===== src/rtl/prism_sp_pkg.sv =====
// Shared stream-processor types: GEM RX descriptor layout, acquire cookie and walker state encoding.
package prism_sp_pkg;

   localparam int unsigned ADDR_W  = 40;
   localparam int unsigned RDATA_W = 128;
   localparam int unsigned DESC_W  = 96;

   localparam bit DMA_DESC_64BITADDR = 1'b0;

   localparam int unsigned GEM_RX_DESC_USED_BIT = 0;
   localparam int unsigned GEM_RX_DESC_WRAP_BIT = 1;

   // w0 occupies the least significant bits so a raw read beat casts directly.
   typedef struct packed {
      logic [31:0] w2;
      logic [31:0] w1;
      logic [31:0] w0;
   } gem_dma_rx_desc_t;

   typedef struct packed {
      logic [ADDR_W-1:0] addr;
      logic [ADDR_W-1:0] data_addr;
      logic              wrap;
   } dma_rx_cookie_t;

   typedef enum logic [2:0] {
      ST_IDLE,
      ST_REQ,
      ST_WAIT,
      ST_CHECK,
      ST_EMIT,
      ST_BACKOFF
   } walk_state_e;

endpackage


===== src/rtl/prism_sp_ring_acquire_cookie_convert_interface.sv =====
// Hookup between a captured RX descriptor and the descriptor-to-cookie converter.
interface prism_sp_ring_acquire_cookie_convert_interface;
   import prism_sp_pkg::*;

   gem_dma_rx_desc_t  desc;
   logic [ADDR_W-1:0] desc_addr;
   dma_rx_cookie_t    cookie;
   logic              used;

   modport src (output desc, desc_addr, input cookie, used);
   modport cvt (input desc, desc_addr, output cookie, used);

endinterface


===== src/rtl/prism_sp_rx_desc_ring_walker_if.sv =====
// Descriptor read port and cookie output handshake of the RX ring walker.
interface prism_sp_rx_desc_ring_walker_if;
   import prism_sp_pkg::*;

   logic                rd_req;
   logic [ADDR_W-1:0]   rd_addr;
   logic                rd_gnt;
   logic                rd_rvalid;
   logic [RDATA_W-1:0]  rd_rdata;
   logic                cookie_valid;
   logic                cookie_ready;
   dma_rx_cookie_t      cookie;

   modport master (
      output rd_req, rd_addr, cookie_valid, cookie,
      input  rd_gnt, rd_rvalid, rd_rdata, cookie_ready
   );

   modport slave (
      input  rd_req, rd_addr, cookie_valid, cookie,
      output rd_gnt, rd_rvalid, rd_rdata, cookie_ready
   );

endinterface


===== src/rtl/prism_sp_rx_desc_ring_walker_cvt.sv =====
// Combinational GEM RX descriptor to acquire-cookie converter.
module prism_sp_rx_desc_ring_walker_cvt #(
   parameter bit DMA_DESC_64BITADDR = prism_sp_pkg::DMA_DESC_64BITADDR
) (
   prism_sp_ring_acquire_cookie_convert_interface.cvt cv
);
   import prism_sp_pkg::*;

   logic [7:0] addrh;
   logic       unused_bits;

   // 8-byte descriptors carry no high address byte.
   assign addrh = DMA_DESC_64BITADDR ? cv.desc.w2[7:0] : 8'h00;

   assign cv.used   = cv.desc.w0[GEM_RX_DESC_USED_BIT];
   assign cv.cookie = '{addr:      cv.desc_addr,
                        data_addr: {addrh, cv.desc.w0[31:2], 2'b00},
                        wrap:      cv.desc.w0[GEM_RX_DESC_WRAP_BIT]};

   assign unused_bits = ^{cv.desc.w1, cv.desc.w2};

endmodule


===== src/rtl/prism_sp_rx_desc_ring_walker.sv =====
// Walks the GEM RX descriptor ring, polls not-yet-released entries and emits acquire cookies.
module prism_sp_rx_desc_ring_walker
   import prism_sp_pkg::ADDR_W;
#(
   parameter bit          DMA_DESC_64BITADDR = prism_sp_pkg::DMA_DESC_64BITADDR,
   parameter int unsigned POLL_W             = 16
) (
   input  logic                           clock,
   input  logic                           resetn,
   input  logic                           enable_i,
   input  logic [ADDR_W-1:0]              ring_base_i,
   input  logic [POLL_W-1:0]              poll_interval_i,
   prism_sp_rx_desc_ring_walker_if.master bus,
   output logic [ADDR_W-1:0]              desc_cur_o,
   output logic                           busy_o
);
   import prism_sp_pkg::*;

   localparam logic [ADDR_W-1:0] DESC_STRIDE = DMA_DESC_64BITADDR ? ADDR_W'(16) : ADDR_W'(8);

   walk_state_e       state_q, state_d;
   logic [ADDR_W-1:0] desc_cur_q, desc_cur_d;
   logic [ADDR_W-1:0] base_q, base_d;
   logic [POLL_W-1:0] poll_q, poll_d;
   logic [ADDR_W-1:0] rd_addr_q;
   logic              rd_req_q, cookie_valid_q, busy_q;
   gem_dma_rx_desc_t  desc_q;
   dma_rx_cookie_t    cookie_q;
   logic              unused_rdata;

   prism_sp_ring_acquire_cookie_convert_interface cv_if ();

   assign cv_if.desc      = desc_q;
   assign cv_if.desc_addr = desc_cur_q;

   prism_sp_rx_desc_ring_walker_cvt #(
      .DMA_DESC_64BITADDR(DMA_DESC_64BITADDR)
   ) u_cvt (
      .cv(cv_if.cvt)
   );

   // Next-state, poll counter and ring pointer.
   always_comb begin
      state_d    = state_q;
      desc_cur_d = desc_cur_q;
      base_d     = base_q;
      poll_d     = poll_q;
      unique case (state_q)
         ST_IDLE: begin
            if (enable_i) begin
               state_d    = ST_REQ;
               base_d     = ring_base_i;
               desc_cur_d = ring_base_i;
            end
         end
         ST_REQ: begin
            if (bus.rd_gnt)     state_d = ST_WAIT;
            else if (!enable_i) state_d = ST_IDLE;
         end
         ST_WAIT: begin
            // The read always completes; its data is dropped if the walker was disabled.
            if (bus.rd_rvalid) state_d = enable_i ? ST_CHECK : ST_IDLE;
         end
         ST_CHECK: begin
            if (cv_if.used) begin
               state_d = ST_BACKOFF;
               poll_d  = poll_interval_i;
            end else begin
               state_d = ST_EMIT;
            end
         end
         ST_BACKOFF: begin
            if (!enable_i)          state_d = ST_IDLE;
            else if (poll_q == '0)  state_d = ST_REQ;
            else                    poll_d  = poll_q - POLL_W'(1);
         end
         ST_EMIT: begin
            if (bus.cookie_ready) begin
               desc_cur_d = cookie_q.wrap ? base_q : desc_cur_q + DESC_STRIDE;
               state_d    = enable_i ? ST_REQ : ST_IDLE;
            end
         end
         default: state_d = ST_IDLE;
      endcase
   end

   // Registered state and outputs derived from the upcoming state.
   always_ff @(posedge clock or negedge resetn) begin
      if (!resetn) begin
         state_q        <= ST_IDLE;
         desc_cur_q     <= '0;
         base_q         <= '0;
         poll_q         <= '0;
         rd_addr_q      <= '0;
         rd_req_q       <= 1'b0;
         cookie_valid_q <= 1'b0;
         busy_q         <= 1'b0;
         desc_q         <= '0;
         cookie_q       <= '0;
      end else begin
         state_q        <= state_d;
         desc_cur_q     <= desc_cur_d;
         base_q         <= base_d;
         poll_q         <= poll_d;
         rd_req_q       <= (state_d == ST_REQ);
         cookie_valid_q <= (state_d == ST_EMIT);
         busy_q         <= (state_d != ST_IDLE);
         if (state_d == ST_REQ) rd_addr_q <= desc_cur_d;
         if (state_q == ST_WAIT && bus.rd_rvalid) desc_q <= gem_dma_rx_desc_t'(bus.rd_rdata[DESC_W-1:0]);
         if (state_q == ST_CHECK && state_d == ST_EMIT) cookie_q <= cv_if.cookie;
      end
   end

   assign bus.rd_req       = rd_req_q;
   assign bus.rd_addr      = rd_addr_q;
   assign bus.cookie_valid = cookie_valid_q;
   assign bus.cookie       = cookie_q;
   assign desc_cur_o       = desc_cur_q;
   assign busy_o           = busy_q;

   assign unused_rdata = ^bus.rd_rdata[RDATA_W-1:DESC_W];

endmodule

===== src/flat_wrapper.sv =====
// flat-port wrapper written by rule: the top's interface ports become plain ports
module prism_sp_rx_desc_ring_walker_flat import prism_sp_pkg::ADDR_W; import prism_sp_pkg::*;
#(
   parameter bit          DMA_DESC_64BITADDR = prism_sp_pkg::DMA_DESC_64BITADDR,
   parameter int unsigned POLL_W             = 16
)
  (clock, resetn, enable_i, ring_base_i, poll_interval_i, desc_cur_o, busy_o, bus_rd_req, bus_rd_addr, bus_cookie_valid, bus_cookie, bus_rd_gnt, bus_rd_rvalid, bus_rd_rdata, bus_cookie_ready);
  prism_sp_rx_desc_ring_walker_if bus_i ();
  input  logic clock;
  input  logic resetn;
  input  logic enable_i;
  input  logic [ADDR_W-1:0] ring_base_i;
  input  logic [POLL_W-1:0] poll_interval_i;
  output logic [ADDR_W-1:0] desc_cur_o;
  output logic busy_o;
  output wire logic [$bits(bus_i.rd_req)-1:0] bus_rd_req;
  output wire logic [$bits(bus_i.rd_addr)-1:0] bus_rd_addr;
  output wire logic [$bits(bus_i.cookie_valid)-1:0] bus_cookie_valid;
  output wire logic [$bits(bus_i.cookie)-1:0] bus_cookie;
  input wire logic [$bits(bus_i.rd_gnt)-1:0] bus_rd_gnt;
  input wire logic [$bits(bus_i.rd_rvalid)-1:0] bus_rd_rvalid;
  input wire logic [$bits(bus_i.rd_rdata)-1:0] bus_rd_rdata;
  input wire logic [$bits(bus_i.cookie_ready)-1:0] bus_cookie_ready;
  assign bus_rd_req = bus_i.rd_req;
  assign bus_rd_addr = bus_i.rd_addr;
  assign bus_cookie_valid = bus_i.cookie_valid;
  assign bus_cookie = bus_i.cookie;
  assign bus_i.rd_gnt = bus_rd_gnt;
  assign bus_i.rd_rvalid = bus_rd_rvalid;
  assign bus_i.rd_rdata = bus_rd_rdata;
  assign bus_i.cookie_ready = bus_cookie_ready;
  prism_sp_rx_desc_ring_walker #(.DMA_DESC_64BITADDR(DMA_DESC_64BITADDR), .POLL_W(POLL_W)) u_core (.clock(clock), .resetn(resetn), .enable_i(enable_i), .ring_base_i(ring_base_i), .poll_interval_i(poll_interval_i), .bus(bus_i), .desc_cur_o(desc_cur_o), .busy_o(busy_o));
endmodule

===== config.mk =====
export PLATFORM = sky130hd
export DESIGN_NAME = prism_sp_rx_desc_ring_walker_flat
export DESIGN_NICKNAME = d
export VERILOG_FILES = /design/src/rtl/prism_sp_pkg.sv /design/src/rtl/prism_sp_ring_acquire_cookie_convert_interface.sv /design/src/rtl/prism_sp_rx_desc_ring_walker_if.sv /design/src/rtl/prism_sp_rx_desc_ring_walker_cvt.sv /design/src/rtl/prism_sp_rx_desc_ring_walker.sv /design/src/flat_wrapper.sv
export SDC_FILE = /design/constraint.sdc
export NUM_CORES = 1
export LEC_CHECK = 0
export ABC_CLOCK_PERIOD_IN_PS = 4100
export BUFFER_PORTS_ARGS = -buffer_cell sky130_fd_sc_hd__buf_2
export CAP_MARGIN = 15
export CORE_MARGIN = 3
export CORE_UTILIZATION = 45
export CTS_BUF_LIST = sky130_fd_sc_hd__clkbuf_4
export DETAILED_ROUTE_END_ITERATION = 16
export GPL_TIMING_DRIVEN = 0
export PLACE_DENSITY = 0.74
export SLEW_MARGIN = 20
export SYNTH_ARGS = -nofsm -noshare
export SYNTH_HDL_FRONTEND = slang
export SYNTH_HIERARCHICAL = 1
export SYNTH_SLANG_ARGS = --single-unit

===== constraint.sdc =====
create_clock -name clock -period 4.1 [get_ports clock]
set_clock_uncertainty 0.05 [all_clocks]
set_input_delay 0.82 -clock clock [delete_from_list [all_inputs] [get_ports clock]]
set_output_delay 0.82 -clock clock [all_outputs]
set_load 0.01 [all_outputs]

==> results of run 1 <==
-- where the power goes --
group          switching [mW]  leakage [nW]  internal (mW)
registers               0.939          3.10           3.71
logic                    2.92          3.52           2.50
clock network            1.07         0.539           1.30
-- routing by layer --
metal	up-vias	global-route usage, %
met5	-	0
met4	12	10.2
met3	130	7.59
met2	580	40.8
met1	5218	31.2
li1	4912	-
-- critical path: cells and delay by family, from the launching register on --
kind / cells / cell delay [ns]
simple gates: 2 / 1.03
buf+inv: 4 / 1.47
compound gates: 2 / 0.39
flops: 1 / 0.45
-- layout by cell type (no fill, tap or decap), types with 11 or more instances in the layout --
| cell | count |
|---|---|
| nor3_1 | 26 |
| a21oi_1 | 47 |
| mux2_2 | 144 |
| buf_2 | 256 |
| o22ai_1 | 21 |
| nand2_1 | 186 |
| buf_1 | 12 |
| clkbuf_4 | 98 |
| nand4_1 | 16 |
| clkbuf_1 | 53 |
| nor4_1 | 11 |
| o211ai_1 | 17 |
| clkinv_1 | 16 |
| a22oi_1 | 15 |
| nand3_1 | 24 |
| dfrtp_1 | 255 |
| a31oi_1 | 12 |
| buf_4 | 85 |
| o21ai_0 | 37 |
| inv_1 | 16 |
| nor2_1 | 69 |
| mux2i_1 | 18 |
-- sequential cells by signal (all words and copies together) (netlist names) --
| signal | flops |
|---|---|
| u_core/base_q | 40 |
| u_core/bus.cookie | 81 |
| u_core/bus.cookie_valid | 1 |
| u_core/bus.rd_addr | 40 |
| u_core/bus.rd_req | 1 |
| u_core/busy_o | 1 |
| u_core/cv_if.desc | 32 |
| u_core/desc_cur_o | 40 |
| u_core/poll_q | 16 |
| u_core/state_q | 3 |
-- per-stage QoR --
stage	area (sq um)	utilization (%)	setup slack, ns	setup TNS (ns)	power, mW
after floorplan	12500	-	1.43	0	7.98
after global placement	14200	52.5	-2.48	-625.89	9.85
after detailed placement	14300	52.8	0.662	0	10.1
after CTS	15200	56.1	0.796	0	12.5
after global routing	15200	56.2	0.536	0	13.3
final	15200	56.2	0.661	0	12.4
-- final cells by class --
class,instances,share of cell area [%]
antenna,4,0.0658
sequential,255,41.9
clock buffer,98,4.83
timing repair buffer,258,8.84
tap,372,3.06
inverter,16,0.395
clock inverter,25,1.18
multi-input combinational,782,33.7
buffer,153,5.98
-- worst min path at each step --
stage,startpoint,to
final,resetn,u_core/base_q[4]
after global routing,resetn,u_core/bus.cookie[50]
after CTS,resetn,u_core/bus.cookie[50]
after detailed placement,u_core/base_q[2],u_core/base_q[2]
after global placement,u_core/base_q[26],u_core/base_q[26]
after floorplan,u_core/base_q[6],u_core/base_q[6]
==> metrics.txt, run 1 <==
Die Y 172 microns; die area 0.0297 sq mm; RSZ-0062 raised after global routing no; footprint of the multi-input gates 0.00513 sq mm; Initial DRT Pass Iterations 6; worst hold path type in2async; Worst setup SP type flip-flop; placed cells 1836; actual slew at the worst max-slew pin 0.895 ns; hold_buf cts 0; Final GP Congestion 0.962; layout cells sized above 1 38.3%; LEAKAGE 7.16 nW; # fillers 2423; Final Non-Filler Cells 1963; max incr delay on CP 0.71 ns; status complete, no violations; CTS Buf Count 71; DP HPWL 27200 microns; Initial Util 45.9%; met2 routed WL 17800 microns; drt wl/cell 19.3 microns; final setup violation count 0; Max-slew headroom 40.1%; worst reg2reg startpoint u_core/state_q[0]; final slew viol count 0; Setup crit end u_core/bus.rd_addr[28]; Sink Count 255; vias in the first global route 10612; hold slack 0.0945 ns; port bufs 256; Setup Fix Bufs, Post-CTS 0; largest net degree at the start of global routing 94; crit share post-route 83.9%; CP dominant cell by count clkbuf_1; Fin. Hold Viols 0; Power Dens Cells 817 mW/mm^2; clock slew at reported path FFs 0.08 ns; CP Class reg2reg; Avg Vias per Cell 5.53; # DRC 0; grt ovf 0; die span in x 172 microns; Register-to-Register Setup Slack 0.66 ns; Max clock buf depth 3; first-pass GRT wire length 58000 microns; Peak VDD IR 332 uV; H-tree depth 3; Total Wirelength 37800 microns; required time worst endpoint 4.64 ns; routed wl met3 4020 microns; Reg area 0.00638 sq mm; Worst path slowest cell nor2_1; area growth from synthesis to layout 22.3%; gr usage total 25.0%; I/O Pins 354; mapped cell area 0.0124 sq mm; count of synthesis-stage warnings from yosys 6; CP endpoint kind flip-flop; clk_lat worst skew 0.69 ns; CP startpoint u_core/state_q[0]; CTS tree built; RR Endpoint u_core/bus.rd_addr[28]; Final min period 3.44 ns; Iteration-0 DRC Markers 907; Detail Route Antenna Nets 0; Final nets 1729; Rows 60; max layer used met5; arrival time at the worst endpoint 3.98 ns; # Max-Cap Violations 0; crit-path max FO 10; via count 10852; Post-CTS Resized 0; Reg2Reg Depth 8; Cells after Synth 1197; initial antenna violation count 10; CTS root buf clkbuf_4; Mean Syn Cell Area 10.4 sq um; crit-path cells clkbuf_1 -> or2_2 -> clkbuf_1 -> nor2_1 -> buf_2 -> buf_1 -> a22oi_1 -> a31oi_1; fmax 0.291 GHz; Std-Cell Core Area 0.0271 sq mm; M1 WL 14700 microns
(Power assumes the default switching activity.)
==> inputs of run 2 (changes only) <==
--- a/config.mk
+++ b/config.mk
@@ -5,7 +5,8 @@
 export SDC_FILE = /design/constraint.sdc
 export NUM_CORES = 1
 export LEC_CHECK = 0
-export ABC_CLOCK_PERIOD_IN_PS = 4100
+export ABC_AREA = 1
+export ABC_CLOCK_PERIOD_IN_PS = 3570
 export BUFFER_PORTS_ARGS = -buffer_cell sky130_fd_sc_hd__buf_2
 export CAP_MARGIN = 15
 export CORE_MARGIN = 3
==> constraint.sdc (replaced) <==
create_clock -name clock -period 3.57 [get_ports clock]
set_clock_uncertainty 0.05 [all_clocks]
set_input_delay 0.714 -clock clock [delete_from_list [all_inputs] [get_ports clock]]
set_output_delay 0.714 -clock clock [all_outputs]
set_load 0.01 [all_outputs]
==> run 2 against run 1 <==
Net effect:
- sequential power increased by 15%
- non-clock buffer count decreased by 8
- critical endpoint is now u_core/bus.cookie[38]
- worst hold slack improved by 0.12 ns
- wire length increased by 1.3%
- global-route usage increased by 0.16 points
- die area increased by 2.4%
- synthesized cell count increased by 22%
==> metrics.txt, run 2 <==
initial antenna violation count 7 (was 10); clk_lat worst skew 0.66 ns (was 0.69 ns); Rows 61 (was 60); mapped cell area 0.0128 sq mm (was 0.0124 sq mm); fin worst setup slack 1.12 ns (was 0.661 ns); Die Y 174 microns (was 172 microns); CP endpoint kind flip-flop (unchanged); Final min period 2.45 ns (was 3.44 ns); gr usage total 25.2% (was 25.0%); footprint of the multi-input gates 0.00519 sq mm (was 0.00513 sq mm); Avg Vias per Cell 5.09 (was 5.53); Fin. Hold Viols 0 (unchanged); clock slew at reported path FFs 0.07 ns (was 0.08 ns); Power Internal 8.35 mW (was 7.50 mW); Max-slew headroom 33.4% (was 40.1%); commonest non-fill, non-tap cell in the layout nand2_1 (was buf_2); Logic pwr share 44.0% (was 43.6%); Max clock buf depth 3 (unchanged); TNS Setup 0 ns (unchanged); Clk network pwr share 18.5% (was 19.0%); Detail Route Antenna Nets 0 (unchanged); Total Wirelength 38300 microns (was 37800 microns); actual slew at the worst max-slew pin 0.996 ns (was 0.895 ns); port bufs 257 (was 256); vias in the first global route 11304 (was 10612); Std-Cell Core Area 0.0279 sq mm (was 0.0271 sq mm); Util after Layout 55.7% (was 56.2%); commonest non-fill, non-tap cells in the layout nand2_1, buf_2, dfrtp_1 (was buf_2, dfrtp_1, nand2_1); Reg area 0.00638 sq mm (unchanged); Worst setup SP type flip-flop (unchanged); Largest register FFs 81 (unchanged); Sink Count 255 (unchanged); status complete, no violations (unchanged); Final nets 1997 (was 1729); # fillers 2625 (was 2423); CP Class reg2reg (unchanged); final slew viol count 0 (unchanged); crit-path max FO 10 (unchanged); placed cell areas 0.0146 sq mm (was 0.0143 sq mm); # DRC 0 (unchanged); Sw Pwr 5.90 mW (was 4.93 mW); first-pass GRT wire length 60700 microns (was 58000 microns); CTS tree built (unchanged); crit share post-route 68.6% (was 83.9%); via count 11367 (was 10852); CTS Buf Count 71 (unchanged); grt ovf 0 (unchanged); Cells after Synth 1463 (was 1197); layout cells sized above 1 33.5% (was 38.3%); H-tree depth 3 (unchanged); arrival time at the worst endpoint 2.93 ns (was 3.98 ns); Final GP Congestion 0.984 (was 0.962); Iteration-0 DRC Markers 809 (was 907); Power Dens Cells 919 mW/mm^2 (was 817 mW/mm^2); area growth from synthesis to layout 21.6% (was 22.3%); largest net degree at the start of global routing 101 (was 94); # Max-Cap Violations 0 (unchanged); final setup violation count 0 (unchanged); CTS root buf clkbuf_4 (unchanged); RSZ-0062 raised after global routing no (unchanged); worst hold path type in2reg (was in2async); Mean Syn Cell Area 8.72 sq um (was 10.4 sq um); LEAKAGE 8.04 nW (was 7.16 nW); DP Worst Slack 0.849 ns (was 0.662 ns); required time worst endpoint 4.05 ns (was 4.64 ns); fmax 0.408 GHz (was 0.291 GHz); Sw Share 41.4% (was 39.6%); Initial Util 45.8% (was 45.9%); die span in x 174 microns (was 172 microns); I/O Pins 354 (unchanged); hold slack 0.216 ns (was 0.0945 ns); Reg power frac 37.5% (was 37.4%); Peak VDD IR 446 uV (was 332 uV); drt wl/cell 17.2 microns (was 19.3 microns); DP HPWL 27500 microns (was 27200 microns); count of synthesis-stage warnings from yosys 6 (unchanged); Initial DRT Pass Iterations 6 (unchanged); design area 0.0155 sq mm (was 0.0152 sq mm); die area 0.0304 sq mm (was 0.0297 sq mm)
==> run 2: power by group through the flow <==
stage / Sequential (mW) / Clock (mW) / Combinational [mW]
after floorplan: 5.50 / 0 / 3.73
after global placement: 5.31 / 0 / 6.06
after detailed placement: 5.37 / 0 / 6.23
after CTS: 5.33 / 2.74 / 6.26
after global routing: 5.53 / 2.90 / 6.89
final: 5.34 / 2.64 / 6.27
==> run 2: cell type report <==
cell class              count  area share (%)
flip-flops and latches    255            41.1
multi-input cells         994            33.5
repair buffers            260            8.78
plain buffers             143            5.88
clock buffers              99            4.79
well taps                 378            3.05
inverters                  80            1.95
clock inverters            20           0.839
diodes                      4          0.0645
==> run 2: worst paths after layout <==
check	from	end	slack (ns)	depth (start not counted)
worst max register to register	u_core/state_q[1]	u_core/bus.cookie[38]	1.12	5
min in group asynchronous	resetn	u_core/bus.rd_addr[15]	0.58	2
worst max-delay path	u_core/state_q[1]	u_core/bus.cookie[38]	1.12	5
worst min-delay path	ring_base_i[17]	u_core/base_q[17]	0.22	3
worst min register to register	u_core/bus.rd_addr[31]	u_core/bus.rd_addr[31]	0.42	2
max in group asynchronous	resetn	u_core/cv_if.desc[16]	1.92	3
==> run 2: what timing repair did <==
| item | 4_1_cts | 5_1_grt |
|---|---|---|
| hold buffers | 1 | 0 |
| setup buffers | 0 | 0 |
| endpoints found under the hold margin | 68 | 0 |
| gates resized for setup | 0 | 0 |
| endpoints found under the setup margin | 0 | 0 |
==> run 2: stage by stage <==
stage / cells / total power [mW]
2_1_floorplan: 1472 / 9.23
3_3_place_gp: 2107 / 11.4
3_5_place_dp: 2109 / 11.6
4_1_cts: 2229 / 14.3
5_1_grt: 2233 / 15.3
6_report: 2233 / 14.3
==> run 2: routing by layer <==
| metal | global-route usage (%) | wire length [microns] | vias up |
|---|---|---|---|
| li1 | - | - | 5380 |
| met1 | 31.2 | 15300 | 5346 |
| met2 | 40.6 | 18000 | 498 |
| met3 | 7.14 | 3500 | 137 |
| met4 | 12.3 | 1530 | 6 |
| met5 | 0 | 51 | - |
==> run 2: worst max-delay path: stages (launching register included) <==
cell	delay [ns]
dfrtp_1	0.40
inv_1	0.05
nor2_1	0.22
nand3_1	0.78
buf_2	0.51
mux2_2	0.31
